--- src/rtl/clk_div_prog.sv ---
`default_nettype none
// =============================================================================
// Module   : clk_div_prog
// Purpose  : Programmable integer clock divider with period-aligned ratio
//            change handshake, output tick and lock indication.
//            Optional build macro: CLK_DIV_ODD_DUTY_EN (50 % duty for odd N).
// Revision : 1.0
// =============================================================================
module clk_div_prog #(
  parameter int WIDTH   = 8,
  parameter int DEF_DIV = 4
) (
  input  logic             clk,
  input  logic             rst,
  input  logic             en,
  input  logic [WIDTH-1:0] div_val,
  input  logic             div_load,
  output logic             div_ack,
  output logic             clk_out,
  output logic             tick,
  output logic             locked
);

  localparam logic [1:0]       S_IDLE    = 2'd0;
  localparam logic [1:0]       S_RUN     = 2'd1;
  localparam logic [1:0]       S_PEND    = 2'd2;
  localparam logic [WIDTH-1:0] DEF_RATIO = WIDTH'(DEF_DIV);
  localparam logic [WIDTH-1:0] ONE       = WIDTH'(1);
  localparam logic [WIDTH-1:0] TWO       = WIDTH'(2);

  logic [1:0]       state_q, state_d;
  logic [WIDTH-1:0] ratio_q, ratio_d;
  logic [WIDTH-1:0] shadow_q, shadow_d;
  logic [WIDTH-1:0] cnt_q, cnt_d;
  logic             clk_out_q, clk_out_d;
  logic             tick_q, tick_d;
  logic             ack_q, ack_d;
  logic             locked_q, locked_d;

  logic [WIDTH-1:0] half;
  logic [WIDTH-1:0] clamped;
  logic             wrap;
  logic             capture;
  logic             running;

  assign half    = ratio_q >> 1;
  assign clamped = (div_val < TWO) ? TWO : div_val;
  assign wrap    = (cnt_q == (ratio_q - ONE));
  // The ack cycle also blocks capture so a still-high request is not taken twice.
  assign capture = div_load && !ack_q && (state_q != S_PEND);
  assign running = en && (state_q != S_IDLE);

  always_ff @(posedge clk or negedge rst) begin
    if (!rst) begin
      state_q   <= S_IDLE;
      ratio_q   <= DEF_RATIO;
      shadow_q  <= DEF_RATIO;
      cnt_q     <= '0;
      clk_out_q <= 1'b0;
      tick_q    <= 1'b0;
      ack_q     <= 1'b0;
      locked_q  <= 1'b0;
    end else begin
      state_q   <= state_d;
      ratio_q   <= ratio_d;
      shadow_q  <= shadow_d;
      cnt_q     <= cnt_d;
      clk_out_q <= clk_out_d;
      tick_q    <= tick_d;
      ack_q     <= ack_d;
      locked_q  <= locked_d;
    end
  end

  always_comb begin
    state_d = state_q;
    case (state_q)
      S_IDLE: begin
        if (en) state_d = S_RUN;
      end
      S_RUN: begin
        if (!en)          state_d = S_IDLE;
        else if (capture) state_d = S_PEND;
      end
      S_PEND: begin
        if (!en)       state_d = S_IDLE;
        else if (wrap) state_d = S_RUN;
      end
      default: state_d = S_IDLE;
    endcase
  end

  always_comb begin
    shadow_d = shadow_q;
    ratio_d  = ratio_q;
    cnt_d    = cnt_q;
    if (capture) shadow_d = clamped;
    // Outside a running period there is nothing to protect: commit at once.
    if ((state_q == S_IDLE) || (state_d == S_IDLE)) begin
      ratio_d = shadow_d;
    end else if ((state_q == S_PEND) && wrap) begin
      ratio_d = shadow_q;
    end
    if (!running || wrap) cnt_d = '0;
    else                  cnt_d = cnt_q + ONE;
  end

  always_comb begin
    clk_out_d = running && (cnt_q < half);
    tick_d    = running && (cnt_q == '0);
    ack_d     = capture;
    locked_d  = locked_q;
    if (!running || (state_d == S_PEND)) locked_d = 1'b0;
    else if ((state_q == S_RUN) && wrap) locked_d = 1'b1;
  end

  assign div_ack = ack_q;
  assign tick    = tick_q;
  assign locked  = locked_q;

`ifdef CLK_DIV_ODD_DUTY_EN
  logic fall_q;

  // Half-cycle extension of the high phase for odd ratios only.
  always_ff @(negedge clk or negedge rst) begin
    if (!rst) fall_q <= 1'b0;
    else      fall_q <= clk_out_q & ratio_q[0];
  end

  assign clk_out = clk_out_q | (fall_q & (state_q != S_IDLE));
`else
  assign clk_out = clk_out_q;
`endif

endmodule
`default_nettype wire

--- config.mk ---
export PLATFORM = sky130hd
export DESIGN_NAME = clk_div_prog
export DESIGN_NICKNAME = d
export VERILOG_FILES = /design/src/rtl/clk_div_prog.sv
export SDC_FILE = /design/constraint.sdc
export NUM_CORES = 1
export LEC_CHECK = 0
export BUFFER_PORTS_ARGS = -buffer_cell sky130_fd_sc_hd__buf_2
export CORE_UTILIZATION = 60
export CTS_BUF_LIST = sky130_fd_sc_hd__clkbuf_2
export CTS_CLUSTER_DIAMETER = 80
export DETAILED_ROUTE_END_ITERATION = 10
export MAX_ROUTING_LAYER = met4
export PLACE_DENSITY = 0.88
export SETUP_SLACK_MARGIN = 0.02
export SYNTH_ARGS = -nofsm -noshare
export SYNTH_HDL_FRONTEND = slang
export SYNTH_SLANG_ARGS = --single-unit
--- constraint.sdc ---
create_clock -name clk -period 2.9 [get_ports clk]
set_input_delay 0.435 -clock clk [delete_from_list [all_inputs] [get_ports clk]]
set_output_delay 0.435 -clock clk [all_outputs]
set_load 0.05 [all_outputs]
# [Word level (Yosys, flattened, before mapping)]
# Cells that the tools add are included.
[classes] n_addsub=2 n_mul=0 n_div=0 magnitude_cmp=2 eq_ne=5 n_shift=0 muxes=13 n_bitwise=0 n_reduce_logical=18
[ops] operator="$mux W8" n=5
[ops] operator="$mux W2" n=5
[ops] operator="$add A8 B1 Y8 const B" n=1
[ops] operator="$eq A8 B8 Y1" n=1
[ops] operator="$logic_not A8 Y1" n=1
[ops] operator="$lt A8 B2 Y1 const B" n=1
[ops] operator="$lt A8 B7 Y1" n=1
[ops] operator="$sub A8 B1 Y8 const B" n=1
[ops] operator="$logic_and A1 B1 Y1" n=7
[ops] operator="$pmux W2 S3" n=1
[ops] operator="$reduce_bool A2 Y1" n=3
[ops] operator="$eq A2 B2 Y1 const B" n=2
[ops] operator="$logic_not A2 Y1" n=2
[ops] operator="$logic_or A1 B1 Y1" n=3
[ops] operator="$eq A2 B1 Y1 const B" n=1
[ops] operator="$logic_not A1 Y1" n=2
[ops] operator="$mux W1" n=2
[ops] operator="$ne A2 B2 Y1 const B" n=1
[totals] regBits=30 latchBits=0 ram_bits=0 rom_bits=0 inputBits=12 elab_cells=48 memories=0

# [Logic depth before layout (Yosys ltp)]
[logic_depth] depth_word=9 mapped_depth=9

# [Worst setup path before layout]
# No wires, ideal clock.
[synth_timing] kind="reg2reg" startpoint="register ratio_q[0]" endpoint="register ratio_q[0]" setup_ns=0.123 arrival_ns=1.903 required_time_ns=2.777 slack_ns=0.874 path_stages_with_launch=9 n_path_buf=1 period_less_slack_ns=2.026 path_cell_list="dfrtp_1 inv_1 ha_1 or3_1 a31oi_2 nand2_1 nand4bb_1 buf_2 o221a_1"
[synth_via] elab_chain_cells=8
[synth_lines] element="start, declared" line_no="32" rtl="logic [WIDTH-1:0] ratio_q, ratio_d;"
[synth_lines] element="start signal, assigned" line_no="65" rtl="ratio_q <= ratio_d;"
[synth_lines] element="$sub A8 B1 Y8 *" line_no="48" rtl="assign wrap = (cnt_q == (ratio_q - ONE));"
[synth_lines] element="$eq A8 B8 Y1 *" line_no="48"
[synth_lines] element="$mux W2" line_no="87" rtl="else if (wrap) state_d = S_RUN;"
[synth_lines] element="$mux W2" line_no="86" rtl="if (!en) state_d = S_IDLE;"
[synth_lines] element="$pmux W2 S3" line_no="77" rtl="case (state_q)"
[synth_lines] element="$logic_not A2 Y1" line_no="99" rtl="if ((state_q == S_IDLE) || (state_d == S_IDLE)) begin"
[synth_lines] element="$logic_or A1 B1 Y1" line_no="99"
[synth_lines] element="$mux W8 or $reduce_bool A2 Y1 (tied branches)"
# Mark *: on every way between the ends. The rest lies on a longest branch, timed or not.
# A chain may end at the register's enable or synchronous reset.

# [Final worst setup path]
[layout_timing] startpoint="register ratio_q[0]" endpoint="register ratio_q[5]"
# Same word-level chain as after synthesis.

==> metrics <==
warnings from Yosys 0; overall routing resource usage 25.7%; CP Max Fanout 8; cell with the most instances after synthesis dfrtp_1; clock latency on the worst-skew pair around 0.37 ns; XOR/XNOR Fraction of Synth Area 7.01%; vias in the first global route 1348; Tmin final 2.38 ns; wire per inst approximately 15 um; r2r endpoint ratio_q[5]; worst reg2reg setup slack between 0.5 and 0.6 ns; Die H 56.0 um; share of cells above drive strength 1 between 10% and 20%; post_cts resized 0; H-tree depth 2; filler instances 218; worst slack, placed 0.565 ns; antenna cells 0; global-route wire length before repair 5.98 mm; Max-slew headroom 56.8%; sequential fraction of the synthesis area 43.1%; Setup crit end ratio_q[5]; DR iter-0 viols 61; Clk pin slew, worst setup/hold paths 0.17 ns; die width 56.0 um; reg2reg path depth 7; routability cong. ~0.9; status complete, no violations; grt total ovfl 0; antenna violations before repair 0; Peak Freq 0.420 GHz; root buf cell clkbuf_2; Synth top area share 40.1%; worst slew pin tran 0.648 ns; Sink Count 30; Util after Layout 68.1%; source of the critical timing path ratio_q[0]; complex-gate fraction of the synthesized area 14.8%; post-synthesis mux area share 0%; Mapped Area about 1700 sq um; cell count after synthesis roughly 180; CTS tree done; worst clock skew 0.0189 ns; asr flop ratio synth 100%; IO Pins 16; Core Area 2760 sq um; crit-path max cell delay around 0.47 ns; synthesis-stage register bit count 30; CTS Buf Count 5; critical path cell sequence inv_1, ha_1, or3_1, a31oi_2, nand2_1, nand4bb_1, o221a_1; hpwl dp between 2 and 3 mm; nature of the critical path endpoint flop; Final Max Tran Viols 0; total number of vias 1390; Tcrit/Tclk final 82.1%; Final Setup Violations 0; largest net degree at the start of global routing 31; Pleak between 0.9 and 1 nW; Area Overhead vs Synth 7.37%; Starting Density 63.4%; Synth Area in Adders 6.44%; WP depth 7; Yosys top cell by area dfrtp_1; main area contributors after synthesis dfrtp_1 (40%), ha_1 (6.4%), nand2_1 (5.8%), o221a_1 (4.5%), nand2b_1 (3.9%); worst min-delay path class input pin to asynchronous set/reset pin; largest family of logic cells by synthesized area simple AND/OR/NAND/NOR gates; Post-synth EDFFs 0; IO buf count 15; num rows 19; post-layout net count 222; commonest cells in the netlist dfrtp_1 (28), nand2_1 (27), inv_1 (13); Routed Antenna Nets 0; # hold bufs at CTS 0; dominant synthesized flop cell dfrtp_1; RSZ-0062 raised after global routing false; synth unique cells 40; startpoint types flop; clock buffer depth 2; Synth Area in Simple Gates 24.4%; Setup TNS 0 ns; net count after synthesis just over 200; post-CTS setup buffers 0; Final Worst Setup Slack 0.520 ns; max cap viols 0; Buf/Inv on CP 1; mean post-synth cell area around 9.6 sq um; drt via density a little under 6; family with the most delay on the worst path simple AND/OR/NAND/NOR gates; DRC Markers 0; CP required 3.16 ns; first-pass detailed-route iteration total 4; critical setup path kind flop to flop; WP data arrival 2.64 ns; reg-to-reg critical path startpoint ratio_q[0]; endpoints failing hold 0; Die ar. 3140 sq um; routed wire length 3.53 mm; peak supply drop between 400 and 500 uV; CP max stage cell dfrtp_1; pwr dens 552 nW/um^2
==> cell type report <==
class,instances,area [sq um],area share [%]
multi-input combinational,136,921,49.0
sequential,30,753,40.1
timing repair buffer,15,75.1,4.00
clock inverter,3,16.3,0.866
clock buffer,5,25.0,1.33
inverter,13,48.8,2.60
tap,31,38.8,2.07
==> layout by cell type (no fill, tap or decap), drive strengths merged, types with 2 or more instances in the layout <==
cell    count
a21oi       5
nor2b       4
and4b       2
clkinv      2
nor4        3
o221a       7
nor3        5
dfrtp      28
nor2       10
o21a        2
xor2        7
a31oi       2
inv        13
dfstp       2
and3        3
xnor2       7
buf        15
o21ai       7
ha          9
clkbuf      5
nand2b     11
a22o        2
nand3       7
nand2      27
a41oi       2
==> worst min-delay path by stage <==
stage,cells after the start,endpoint
final,1,cnt_q[0]
after global routing,1,cnt_q[4]
after CTS,1,cnt_q[3]
after detailed placement,2,shadow_q[2]
after global placement,2,shadow_q[2]
after floorplan,0,clk_out
==> per-layer routing <==
layer,track usage [%],share of wire [%],vias to the layer above
met5,-,0,-
met4,10.8,1.9,0
met3,5.58,3.9,9
met2,41.8,50,38
met1,31.0,44,661
li1,-,-,682
==> power by group <==
part	leakage [nW]	total (mW)	switching (mW)	internal (mW)
Combinational	0.513	0.298	0.169	0.129
Clock	0.0264	0.200	0.145	0.0549
Sequential	0.378	0.538	0.0624	0.475
Total	0.918	1.04	0.376	0.659
==> flip-flops by register name, summed over array words and instances, names as in the netlist <==
register,flops
clk_out,1
cnt_q,8
div_ack,1
locked,1
ratio_q,8
shadow_q,8
state_q,2
tick,1
==> logic make-up after synthesis <==
kind of cell	Yosys count
AO/OA/AOI/OAI	33
XOR/XNOR	14
adder cells (fa/ha/maj)	9
buffers and inverters	17
flip-flops	30
AND/OR/NAND/NOR	80
==> worst reg2reg max path, cell delays in order, from the launching register on <==
cell and delay [ns]:
dfrtp_1 0.47, inv_1 0.07, ha_1 0.27, or3_1 0.40, a31oi_2 0.24, nand2_1 0.10
nand4bb_1 0.41, o221a_1 0.33
==> per-stage QoR <==
step                      power (mW)  instances  hold WS, ns  instance area [sq um]
after floorplan                0.759        183        0.139                   1750
after global placement         0.827        225        0.466                   1840
after detailed placement       0.842        225        0.483                   1840
after CTS                       1.04        233       0.0695                   1880
after global routing            1.10        233       0.0857                   1880
final                           1.04        233       0.0652                   1880
Power figures use the tool's default switching activity.
